==> config.mk <==
export PLATFORM = sky130hd
export DESIGN_NAME = instruction_loader
export DESIGN_NICKNAME = d
export VERILOG_FILES = /design/src/rtl/instruction_loader.sv
export SDC_FILE = /design/constraint.sdc
export NUM_CORES = 1
export LEC_CHECK = 0
export BUFFER_PORTS_ARGS = -buffer_cell sky130_fd_sc_hd__buf_2
export CORE_MARGIN = 4
export CORE_UTILIZATION = 48
export CTS_BUF_LIST = sky130_fd_sc_hd__clkbuf_2
export DETAILED_ROUTE_END_ITERATION = 8
export GPL_TIMING_DRIVEN = 0
export PLACE_DENSITY = 0.7
export SLEW_MARGIN = 20
export SYNTH_ARGS = -nofsm -noshare
export SYNTH_HDL_FRONTEND = slang
export SYNTH_SLANG_ARGS = --single-unit
==> constraint.sdc <==
create_clock -name clk -period 2.5 [get_ports clk]
set_input_delay 0.375 -clock clk [delete_from_list [all_inputs] [get_ports clk]]
set_output_delay 0.375 -clock clk [all_outputs]
set_load 0.1 [all_outputs]
==> src/rtl/instruction_loader.sv <==
// Boot-time instruction-memory writer. Packs a big-endian byte stream into
// instruction words and writes them to consecutive word addresses, holding
// the CPU off while the load is in progress.
//
//  state | meaning
//  IDLE  | waiting for start; stream not accepted
//  RECV  | collecting the four bytes of the current word
//  WRITE | single-cycle memory write of the assembled word
//  DONE  | one-cycle completion pulse, then back to IDLE
module instruction_loader #(
  parameter int ADDR_WIDTH = 13,
  parameter int DATA_WIDTH = 32,
  parameter int BYTE_WIDTH = 8,
  parameter int BASE_ADDR  = 0
) (
  input  logic                  clk,
  input  logic                  rst_n,
  input  logic                  start,
  input  logic [ADDR_WIDTH:0]   num_words,
  input  logic                  abort,
  input  logic [BYTE_WIDTH-1:0] byte_in,
  input  logic                  byte_valid,
  output logic                  byte_ready,
  output logic                  mem_we,
  output logic [ADDR_WIDTH-1:0] mem_addr,
  output logic [DATA_WIDTH-1:0] mem_wdata,
  output logic                  busy,
  output logic                  cpu_hold,
  output logic                  done
);

  typedef enum logic [1:0] {IDLE, RECV, WRITE, DONE} state_t;

  localparam logic [ADDR_WIDTH-1:0] BASE  = ADDR_WIDTH'(BASE_ADDR);
  localparam logic [ADDR_WIDTH-1:0] ONE_A = ADDR_WIDTH'(1);
  localparam logic [ADDR_WIDTH:0]   ONE_W = (ADDR_WIDTH + 1)'(1);

  state_t                  state_q, state_d;
  logic [ADDR_WIDTH:0]     remaining;
  logic [ADDR_WIDTH-1:0]   addr;
  logic [1:0]              byte_idx;
  logic [DATA_WIDTH-1:0]   shreg;
  logic [DATA_WIDTH-1:0]   word_next;
  logic                    consume;

  // Earlier bytes shift toward the MSB, so after four bytes the first one sits on top.
  assign word_next  = {shreg[DATA_WIDTH-BYTE_WIDTH-1:0], byte_in};
  assign byte_ready = (state_q == RECV);
  assign busy       = (state_q == RECV) || (state_q == WRITE);
  assign cpu_hold   = busy;
  // abort wins over a pending handshake
  assign consume    = (state_q == RECV) && byte_valid && !abort;

  // State register
  always_ff @(posedge clk or negedge rst_n) begin
    if (!rst_n) state_q <= IDLE;
    else        state_q <= state_d;
  end

  // Next-state decode
  always_comb begin
    state_d = state_q;
    unique case (state_q)
      IDLE:    if (start) state_d = (num_words == '0) ? DONE : RECV;
      RECV:    if (abort) state_d = IDLE;
               else if (byte_valid && byte_idx == 2'd3) state_d = WRITE;
      WRITE:   if (abort) state_d = IDLE;
               else if (remaining == ONE_W) state_d = DONE;
               else state_d = RECV;
      DONE:    state_d = IDLE;
      default: state_d = IDLE;
    endcase
  end

  // Datapath: byte packing, word/address counters and registered outputs
  always_ff @(posedge clk or negedge rst_n) begin
    if (!rst_n) begin
      remaining <= '0;
      addr      <= '0;
      byte_idx  <= '0;
      shreg     <= '0;
      mem_we    <= 1'b0;
      mem_addr  <= '0;
      mem_wdata <= '0;
      done      <= 1'b0;
    end else begin
      mem_we <= 1'b0;
      done   <= (state_d == DONE);
      if (state_q == IDLE && start) begin
        remaining <= num_words;
        addr      <= BASE;
        byte_idx  <= '0;
      end
      if (state_q == RECV && abort) byte_idx <= '0;
      if (consume) begin
        shreg    <= word_next;
        byte_idx <= byte_idx + 2'd1;
        // the write strobe is launched with the 4th byte so it is high during WRITE
        if (byte_idx == 2'd3) begin
          mem_we    <= 1'b1;
          mem_addr  <= addr;
          mem_wdata <= word_next;
        end
      end
      if (state_q == WRITE && !abort) begin
        remaining <= remaining - ONE_W;
        addr      <= addr + ONE_A;
      end
    end
  end

endmodule

==> flow_summary.yaml <==
run_status:
  outcome: "finished, final reports clean"
finish:
  layout-drive-gt1-share_pct: 39.6
  layout.core_utilization_pct: 58.6
  final_net_count: 474
  multiInputGateArea_um2: 1740
  antenna-diode-count: 0
  ff_latch_area_um2: 2550
  area_growth_pct: 17.8
  final.fill_count: 720
setup_path:
  timing.critical_path.to_type: "output pin"
  critPathMaxFanout: 4
  crit_arrival_ps: 1940
  worst_setup_path_category: "reg -> out"
  cp.required_ps: 2120
  start_kind: "register"
sta:
  timing_max_transition_violations_final: 0
  timing.fmax_ghz: 0.432
  number_of_failing_hold_endpoints_at_the_final_stage: 0
  fin_crit_ps: 2320
  setup_viol: 0
  rsz_0062_raised_after_global_routing: "false"
  final_hold_slack_ps: 40.6
  fin_crit_sh_pct: 92.6
  final.setup_skew_ps: 21.8
  remaining_max_slew_budget_at_the_tightest_pin_pct: 56.9
  worstMarginPinSlew_ps: 646
  finalSetupTns_ps: 0
clock_network:
  ctsRootBufferMaster: "sky130_fd_sc_hd__clkbuf_2"
  cts-buffers-inserted: 9
  clk_path_buf_depth: 2
  clock_sinks: 102
  postCtsSetupRepairBufs: 0
  htreeDepth: 3
  cts.clk_slew.worst_paths_ps: 300
  cts_tree: "built"
  clock_latency_ps: 550
yosys:
  post_synth_inst_count: 340
  synth.top_cell.area_share_pct: 58.3
  synth_largest_area_cell: "sky130_fd_sc_hd__dfrtp_1"
  synthMostInstantiatedCell: "sky130_fd_sc_hd__dfrtp_1"
  number_of_synthesized_flops_with_an_enable_pin: 0
  yosys-top-cells-area: "sky130_fd_sc_hd__dfrtp_1 (58%), sky130_fd_sc_hd__mux2_2 (18%), sky130_fd_sc_hd__ha_1 (2.3%)"
  ys_seq_area_share_pct: 58.3
  synthDistinctLibCells: 46
  average_cell_area_after_synthesis_um2: 12.9
  synth.top_cells.by_count: "sky130_fd_sc_hd__dfrtp_1 (102), sky130_fd_sc_hd__mux2_2 (69), sky130_fd_sc_hd__nand2_1 (25)"
  synth_async_sr_flop_share_pct: 100
  yosysWarnings: 0
  ys.flop_type: "sky130_fd_sc_hd__dfrtp_1"
  postSynthRegisterBits: 102
  mappedNetlistNets: 375
  syn-cell-area_um2: 4380
route:
  remaining_drc_errors: 0
  detailroute.via_count: 3066
  routedWlPerCell_um: 15.9
  iteration_count_of_the_initial_detailed_routing_pass: 4
  vias_per_cell: 5.55
  ant_nets: 0
  drt_iter0_markers: 106
  detail_route.wirelength_um: 8760
power_and_ir_drop:
  pwr_density_cell_nw_per_um2: 1000
  cellLeakagePower_nw: 2.65
  vdd_ir_drop_max_v: 0.000705
floorplanning:
  die-area_um2: 10700
  ios: 77
  placeableCoreArea_um2: 8810
  die_outline_width_um: 104
  die_span_y_um: 104
  initial_utilization_pct: 49.8
  placement_rows: 34
grt:
  grt.overflow.total: 0
  number_of_antenna_violations_at_the_first_check_in_global_routing: 0
  global_route_wire_length_before_repair_um: 15100
  global_route.usage.total_pct: 17.1
  grt_pass1_vias: 3054
  pin_count_of_the_biggest_net_entering_global_routing: 72
placement:
  io_buffer_count: 75
  gpl.final_weighted_congestion: 0.814
  place.detailed.hpwl_um: 6300
flow_run:
  maxCapViolations: 0
min_path:
  hold_class: "in -> reg"
state kept, by name, indices dropped and copies added (netlist names), 2 cells and up:
| name | cells |
|---|---|
| shreg | 24 |
| byte_idx | 2 |
| mem_wdata | 32 |
| addr | 13 |
| remaining | 14 |
| state_q | 2 |
| mem_addr | 13 |
path summary, 6_finish.rpt:
| path | start | endpoint | slack [ps] | cells past startpoint |
|---|---|---|---|---|
| setup reg to reg | state_q[1] | mem_wdata[18] | 370 | 6 |
| hold reg to reg | addr[12] | addr[12] | 500 | 1 |
| min in group asynchronous | rst_n | remaining[8] | 210 | 2 |
| hold / removal | num_words[8] | remaining[8] | 40 | 3 |
| max in group asynchronous | rst_n | shreg[16] | 1650 | 3 |
| setup / recovery | state_q[0] | cpu_hold | 180 | 4 |
power breakdown:
part | internal, W | switching (W) | total (W)
combinational | 0.000614 | 0.00139 | 0.00200
clock | 0.000172 | 0.000605 | 0.000777
sequential | 0.00205 | 0.000329 | 0.00238
total | 0.00284 | 0.00232 | 0.00516
what timing repair did:
action / 4_1_cts / 5_1_grt
resized for setup: 0 / 0
endpoints found under the hold margin: 72 / 9
hold buffers: 6 / 6
metrics by stage:
| stage | setup slack, ps | area (µm²) | total power, W | cells |
|---|---|---|---|---|
| after CTS | 135 | 5100 | 0.00520 | 546 |
| after global placement | -28.3 | 4890 | 0.00434 | 523 |
| final | 185 | 5160 | 0.00516 | 552 |
| after detailed placement | 378 | 4930 | 0.00441 | 524 |
| after global routing | 77.4 | 5160 | 0.00548 | 552 |
| after floorplan | 60.5 | 4380 | 0.00398 | 340 |
worst max-delay path, stage by stage (launching register included):
cell	delay [ps]
sky130_fd_sc_hd__dfrtp_1	470
sky130_fd_sc_hd__inv_1	100
sky130_fd_sc_hd__ha_1	310
sky130_fd_sc_hd__buf_4	100
sky130_fd_sc_hd__buf_2	410
cells in the final DEF (no fill, tap or decap), types with 4 or more instances in the layout:
cell type	count
sky130_fd_sc_hd__o21ai_0	16
sky130_fd_sc_hd__clkbuf_2	9
sky130_fd_sc_hd__nand4_1	4
sky130_fd_sc_hd__nand3_1	7
sky130_fd_sc_hd__nor2_1	10
sky130_fd_sc_hd__dlygate4sd3_1	12
sky130_fd_sc_hd__mux2i_1	5
sky130_fd_sc_hd__inv_1	6
sky130_fd_sc_hd__nand2_1	25
sky130_fd_sc_hd__a31oi_1	5
sky130_fd_sc_hd__inv_8	4
sky130_fd_sc_hd__clkbuf_1	6
sky130_fd_sc_hd__dfrtp_1	102
sky130_fd_sc_hd__a21oi_1	8
sky130_fd_sc_hd__nor3_1	9
sky130_fd_sc_hd__mux2_2	69
sky130_fd_sc_hd__buf_2	81
sky130_fd_sc_hd__nor4_1	5
sky130_fd_sc_hd__ha_1	8
cells by family after synthesis:
family / Yosys count / share of synthesized area (%)
simple gates: 78 / 9.59
mux: 74 / 18.9
flops: 102 / 58.3
fa+ha+maj: 8 / 2.28
compound gates: 58 / 9.00
buf+inv: 20 / 2.00
layout make-up:
| cell class | count | area share (%) |
|---|---|---|
| Multi-Input combinational cell | 218 | 33.7 |
| Sequential cell | 102 | 49.4 |
| Clock inverter | 7 | 1.38 |
| Inverter | 6 | 0.436 |
| Buffer | 14 | 1.26 |
| Timing Repair Buffer | 88 | 10.3 |
| Tap cell | 108 | 2.62 |
| Clock buffer | 9 | 0.873 |
per-layer routing:
layer | up-vias | routed length (µm) | GRT usage (%)
li1 | 1462 | - | -
met1 | 1513 | 4010 | 23.4
met2 | 77 | 4130 | 27.0
met3 | 14 | 474 | 3.86
met4 | 0 | 152 | 5.98
met5 | - | 0 | 0
No activity file was read; power rests on OpenSTA's default activity.
